<file path="config.mk">
export PLATFORM = sky130hd
export DESIGN_NAME = store_buffer
export DESIGN_NICKNAME = d
export VERILOG_FILES = /design/src/rtl/store_buffer_pkg.sv /design/src/rtl/store_buffer_match.sv /design/src/rtl/store_buffer.sv
export SDC_FILE = /design/constraint.sdc
export NUM_CORES = 1
export LEC_CHECK = 0
export ABC_AREA = 1
export CORE_MARGIN = 4
export CORE_UTILIZATION = 61
export CTS_CLUSTER_SIZE = 14
export DETAILED_ROUTE_END_ITERATION = 8
export DONT_BUFFER_PORTS = 1
export PLACE_DENSITY = 0.8
export SKIP_CTS_REPAIR_TIMING = 1
export SYNTH_ARGS = -nofsm -noshare
export SYNTH_HDL_FRONTEND = slang
export SYNTH_SLANG_ARGS = --single-unit
</file>
<file path="constraint.sdc">
create_clock -name clk -period 7.1 [get_ports clk]
set_input_delay 0.355 -clock clk [delete_from_list [all_inputs] [get_ports clk]]
set_output_delay 0.355 -clock clk [all_outputs]
set_load 0.1 [all_outputs]
</file>
<file path="src/rtl/store_buffer_pkg.sv">
// Shared types for the posted-write store buffer.
// Entry layout and arbitration states.
package store_buffer_pkg;

  localparam int SB_ADDR_W = 32;
  localparam int SB_DATA_W = 32;

  typedef struct packed {
    logic [SB_ADDR_W-1:0] addr;
    logic [SB_DATA_W-1:0] data;
  } sb_entry_t;

  typedef enum logic [1:0] {
    IDLE   = 2'd0,
    ACTIVE = 2'd1,
    FORCE  = 2'd2
  } sb_state_t;

endpackage

</file>
<file path="src/rtl/store_buffer_match.sv">
// Parallel address compare over buffered stores.
// Youngest-first select: scans back from tail-1.
module store_buffer_match
  import store_buffer_pkg::*;
#(
  parameter int DEPTH  = 4,
  parameter int ADDR_W = 32
) (
  input  logic [DEPTH-1:0]             valid,
  input  logic [DEPTH-1:0][ADDR_W-1:0] addrs,
  input  logic [$clog2(DEPTH)-1:0]     tail,
  input  logic [ADDR_W-1:0]            key,
  output logic                         hit,
  output logic [$clog2(DEPTH)-1:0]     idx
);

  localparam int PTR_W = $clog2(DEPTH);

  logic [PTR_W-1:0] p;

  always_comb begin
    hit = 1'b0;
    idx = '0;
    p   = '0;
    for (int k = 1; k <= DEPTH; k++) begin
      p = tail - PTR_W'(k);
      if (!hit && valid[p] &&
          addrs[p] == key) begin
        hit = 1'b1;
        idx = p;
      end
    end
  end

endmodule

</file>
<file path="src/rtl/store_buffer.sv">
// Posted-write store buffer with bounded-starvation drain.
// STORE_FWD_EN: forward buffered data to loads instead of stalling.
module store_buffer
  import store_buffer_pkg::*;
#(
  parameter int DEPTH     = 4,
  parameter int ADDR_W    = SB_ADDR_W,
  parameter int DATA_W    = SB_DATA_W,
  parameter int MAX_DEFER = 8
) (
  input  logic                     clk,
  input  logic                     rst_n,
  input  logic                     st_valid,
  output logic                     st_ready,
  input  logic [ADDR_W-1:0]        st_addr,
  input  logic [DATA_W-1:0]        st_data,
  input  logic                     ld_valid,
  output logic                     ld_ready,
  input  logic [ADDR_W-1:0]        ld_addr,
  output logic [DATA_W-1:0]        ld_data,
  output logic [ADDR_W-1:0]        mem_addr,
  output logic [DATA_W-1:0]        mem_wdata,
  output logic                     mem_we,
  input  logic [DATA_W-1:0]        mem_rdata,
  output logic                     empty,
  output logic [$clog2(DEPTH):0]   count
);

  localparam int PTR_W = $clog2(DEPTH);
  localparam int CNT_W = PTR_W + 1;
  localparam int DEF_W = $clog2(MAX_DEFER + 1);

  sb_entry_t        entries [DEPTH];
  logic [PTR_W-1:0] head;
  logic [PTR_W-1:0] tail;
  logic [CNT_W-1:0] cnt;
  logic [CNT_W-1:0] cnt_n;
  logic [DEF_W-1:0] defer_cnt;
  logic [DEF_W-1:0] defer_n;
  sb_state_t        state;
  sb_state_t        state_n;

  logic push;
  logic drain;
  logic grant_ld;
  logic hazard;
  logic is_empty;
  logic forced;

  logic [DEPTH-1:0]             ent_valid;
  logic [DEPTH-1:0][ADDR_W-1:0] ent_addrs;
  logic                         hit;
  logic [PTR_W-1:0]             hit_idx;
  logic [PTR_W-1:0]             off;

  always_comb begin
    ent_valid = '0;
    ent_addrs = '0;
    off       = '0;
    for (int i = 0; i < DEPTH; i++) begin
      off          = PTR_W'(i) - head;
      ent_valid[i] = CNT_W'(off) < cnt;
      ent_addrs[i] = ADDR_W'(entries[i].addr);
    end
  end

  store_buffer_match #(
    .DEPTH  (DEPTH),
    .ADDR_W (ADDR_W)
  ) u_match (
    .valid (ent_valid),
    .addrs (ent_addrs),
    .tail  (tail),
    .key   (ld_addr),
    .hit   (hit),
    .idx   (hit_idx)
  );

`ifdef STORE_FWD_EN
  assign hazard  = 1'b0;
  assign ld_data = hit
    ? DATA_W'(entries[hit_idx].data)
    : mem_rdata;
`else
  logic unused_idx;
  assign unused_idx = ^hit_idx;
  assign hazard     = hit;
  assign ld_data    = mem_rdata;
`endif

  assign is_empty = cnt == '0;
  assign forced   = state == FORCE;
  assign st_ready = cnt < CNT_W'(DEPTH);
  assign push     = st_valid && st_ready;
  assign grant_ld = ld_valid && !forced
                 && !hazard;
  assign drain    = !grant_ld && !is_empty;

  assign ld_ready  = grant_ld;
  assign mem_we    = drain;
  assign mem_wdata = DATA_W'(entries[head].data);
  assign mem_addr  = drain
    ? ADDR_W'(entries[head].addr)
    : ld_addr;

  assign empty = is_empty;
  assign count = cnt;

  assign cnt_n = cnt + CNT_W'(push)
               - CNT_W'(drain);

  // Deferral only accrues while loads keep
  // beating a non-empty buffer to the port.
  always_comb begin
    defer_n = '0;
    if (!drain && grant_ld && !is_empty)
      defer_n = defer_cnt + DEF_W'(1);
  end

  always_comb begin
    state_n = ACTIVE;
    if (cnt_n == '0)
      state_n = IDLE;
    else if (defer_n == DEF_W'(MAX_DEFER))
      state_n = FORCE;
  end

  always_ff @(posedge clk or negedge rst_n) begin
    if (!rst_n) begin
      head      <= '0;
      tail      <= '0;
      cnt       <= '0;
      defer_cnt <= '0;
      state     <= IDLE;
    end else begin
      if (push)
        tail <= tail + PTR_W'(1);
      if (drain)
        head <= head + PTR_W'(1);
      cnt       <= cnt_n;
      defer_cnt <= defer_n;
      state     <= state_n;
    end
  end

  always_ff @(posedge clk) begin
    if (push) begin
      entries[tail].addr <= SB_ADDR_W'(st_addr);
      entries[tail].data <= SB_DATA_W'(st_data);
    end
  end

endmodule

</file>
==> results by stage <==
Drt:
- The detail-routed via count per cell is 6.110.
- The wire length reported by the detailed router is 42.04 mm.
- After the first detailed-routing iteration, the DRC count stood at 1,558.
- The DRC violation count after routing is 0.
- The detail-routed net length per standard cell is 18.83 um.
- The via count is 13,640.
- Once detail routing completed, the nets flagged for antenna violations numbered 0.
- The number of iterations in the first detailed-routing pass is 7.

Synth:
- Summed over all instances, the cell type with the most area after synthesis is sky130_fd_sc_hd__edfxtp_1.
- Of the post-synthesis cell area, the dominant cell type holds 0.4912.
- The mapped netlist covers 15,650 um2.
- The number of standard cells after synthesis is 1,857.
- The primary flip-flop cell chosen by synthesis mapping is sky130_fd_sc_hd__edfxtp_1.
- The proportion of synthesized flip-flops having asynchronous set or reset is 0.04833.
- The sequential-to-total area share from yosys stat is 0.5120.
- The number of different library cells used by synthesis comes to 33.
- Each instance of the synthesized netlist takes up on average 8.428 um2.
- The synthesized design contains 256 enable-type register cells.
- The number of nets in the synthesized netlist is 2,001.
- Yosys printed 0 warnings.
- By area the synthesized netlist is led by sky130_fd_sc_hd__edfxtp_1 49%, sky130_fd_sc_hd__nand2_1 17%, sky130_fd_sc_hd__nand3_1 10%, sky130_fd_sc_hd__a22oi_1 2.7%, sky130_fd_sc_hd__dfrtp_1 2.1%.
- After synthesis the netlist holds a flip-flop and latch count of 269.

STA:
- The measured slew at the worst slew-check pin is 1.182 ns.
- The number of max-slew violations in the final report is 0.
- The number of hold violations in the final report came to 0.
- Setup violations remaining at the end of the flow were counted as 0.
- Headroom to the max-slew limit came out at 0.2102.
- Subtracting the final worst setup slack from the clock period gives 5.419 ns.
- The timing-limited maximum frequency is 0.1845 GHz.
- Summed over all failing endpoints, the final setup total negative slack is 0 ns.
- The share of the cycle needed by the critical path after routing is 0.7633.
- Setup repair after global routing left no endpoint under its margin.
- On the final layout, the worst clock skew is 0.02285 ns.

Clock network:
- Counting the buffers created by CTS gives 29.
- The clock sink count is 269.
- The clock latency reported for the late side of the worst-skew pair is 0.58 ns.
- Clock-pin slew was measured on the worst setup and hold paths at 0.06 ns.
- The maximum buffer depth of the clock tree is 3.
- The clock tree from TritonCTS is built.
- The clock tree root buffer cell is sky130_fd_sc_hd__clkbuf_16.
- In this run the number of H-tree levels came out at 1.

Worst setup path:
- For the worst setup path, the data required time is 7.57 ns.
- The element type at the critical path end is a flip-flop.
- The worst setup path is launched from a flip-flop.
- For the worst setup path, the data arrival time is 5.89 ns.
- The source of the worst register-to-register timing path is tail[0]$_DFFE_PN0P_.
- The type of the setup path with the least slack is flip-flop to flip-flop.
- The maximum fanout along the worst path is 116.
- The slowest stage of the critical path is the sky130_fd_sc_hd__buf_4 cell.
- The largest stage delay on the critical path is 0.93 ns.
- The number of cells on the worst reg-to-reg path is 28.
- The worst register-to-register path ends at state[0]$_DFF_PN0_.
- The most frequent cell on the critical path is sky130_fd_sc_hd__nand2_1.
- The setup check on the worst reg-to-reg path leaves a slack of 1.68 ns.

Run:
- The count of maximum capacitance violations is 0.

Final layout:
- The area growth from synthesis to layout is 12.04%.
- The most common cell after layout, fill and taps aside is sky130_fd_sc_hd__nand2_1.
- The final-stage net count is 2,025.
- In the final layout, the share of cells above drive strength 1 is 0.07567.
- Leaving out fill and tap cells, the most frequent cells in the layout are 713 x sky130_fd_sc_hd__nand2_1, 317 x sky130_fd_sc_hd__nand3_1, 256 x sky130_fd_sc_hd__edfxtp_1.
- 0 antenna diodes ended up in the layout.

GRT:
- Across every metal layer, demand over resource in global routing totals 0.2841.
- The global-route congestion overflow total is 0.
- The first-pass GRT wire length is 64.74 mm.
- The initial antenna violation count was 2.
- The maximum number of pins on one net before global-route repair is 117.
- The via count of the first global-routing pass is 12,740.

Outcome:
- The flow ran to the end, and the final reports show no timing, DRC or antenna violations.

Placement:
- The half-perimeter wire length after detailed placement is 26.41 mm.
- Routability-driven placement finished with a final weighted congestion of 0.9444.
- The total of buffers placed on input and output ports is 0.

Floorplanning:
- During I/O placement, the number of pins put on the boundary was 235.
- The floorplan step defined a die boundary enclosing 28,280 um2.
- The die is 168.2 um tall.
- The area of the core is 25,180 um2.
- The floorplan has 58 rows.
- From left edge to right edge, the die measures 168.2 um.
- The initial standard-cell utilization of the core is 0.6215.

Min path:
- The worst min-delay path category is primary input to async pin.
## logic make-up (layout without fill, tap and decap cells)
| family | after synthesis | in the layout | synth area share |
|---|---|---|---|
| XOR/XNOR | 33 | 33 | 0.01847 |
| AND/OR/NAND/NOR | 1121 | 1121 | 0.2977 |
| AO/OA/AOI/OAI | 209 | 209 | 0.09377 |
| adder cells (fa/ha/maj) | 12 | 12 | 0.01007 |
| buffers and inverters | 213 | 259 | 0.06803 |
| flip-flops | 269 | 269 | 0.5120 |
## worst max-delay path, delay by kind of cell (launching register included)
kind | cells | cell delay, ns
xor+xnor | 2 | 0.36
fa+ha+maj | 3 | 0.77
flops | 1 | 0.77
buf+inv | 8 | 1.60
simple gates | 15 | 1.80
## layout make-up
class | count | area (um2)
clock inverters | 14 | 196.4
flip-flops and latches | 269 | 8018
inverters | 89 | 336.6
well taps | 330 | 412.9
clock buffers | 39 | 763.2
fillers | 1952 | 7646
repair buffers | 117 | 1059
multi-input cells | 1375 | 6750
## per-stage QoR
| stage | util | worst slack [ns] | instances | hold slack [ns] | area, um2 |
|---|---|---|---|---|---|
| floorplan | - | 1.173 | 1857 | 0.05941 | 15650 |
| detailed placement | 0.6324 | 1.822 | 2115 | 0.05971 | 15930 |
| global route | 0.6964 | 1.222 | 2233 | 0.2606 | 17540 |
| CTS | 0.6705 | 1.741 | 2168 | -0.5477 | 16880 |
| finish | 0.6964 | 1.681 | 2233 | 0.2153 | 17540 |
| global placement | 0.6324 | 1.936 | 2115 | 0.05976 | 15930 |
## Yosys cell counts, drive strengths merged (13+ instances only)
cell type / n
a221oi: 32
nor2: 68
dfrtp: 13
nand3: 317
clkbuf: 31
xor2: 32
edfxtp: 256
o211ai: 26
a22oi: 56
buf: 93
o21ai: 65
a22o: 20
inv: 88
nand2: 714
## how the worst max path moves through the flow
stage | endpoint | depth (start not counted) | start
global placement | state[0]$_DFF_PN0_ | 28 | tail[0]$_DFFE_PN0P_
detailed placement | state[0]$_DFF_PN0_ | 28 | tail[0]$_DFFE_PN0P_
CTS | state[0]$_DFF_PN0_ | 28 | tail[0]$_DFFE_PN0P_
finish | state[0]$_DFF_PN0_ | 28 | tail[0]$_DFFE_PN0P_
global route | state[0]$_DFF_PN0_ | 26 | tail[0]$_DFFE_PN0P_
floorplan | state[0]$_DFF_PN0_ | 15 | count[2]$_DFF_PN0_
## routing by layer
metal  up-vias  wire length [um]  GRT usage
met5         -                26          0
met4         4              1606     0.1129
met3       130              4640    0.08734
met2       739             19940     0.4703
met1      6315             15820     0.3502
li1       6456                 -          -
## state kept, by name (all words and copies together), names as in the netlist
name,flops
tail,2
state,2
head,2
entries,256
count,3
defer_cnt,4
Power is left out: the tool's default activity adds up to more than one toggle a clock period on the data nets, which glitch-free logic cannot reach.
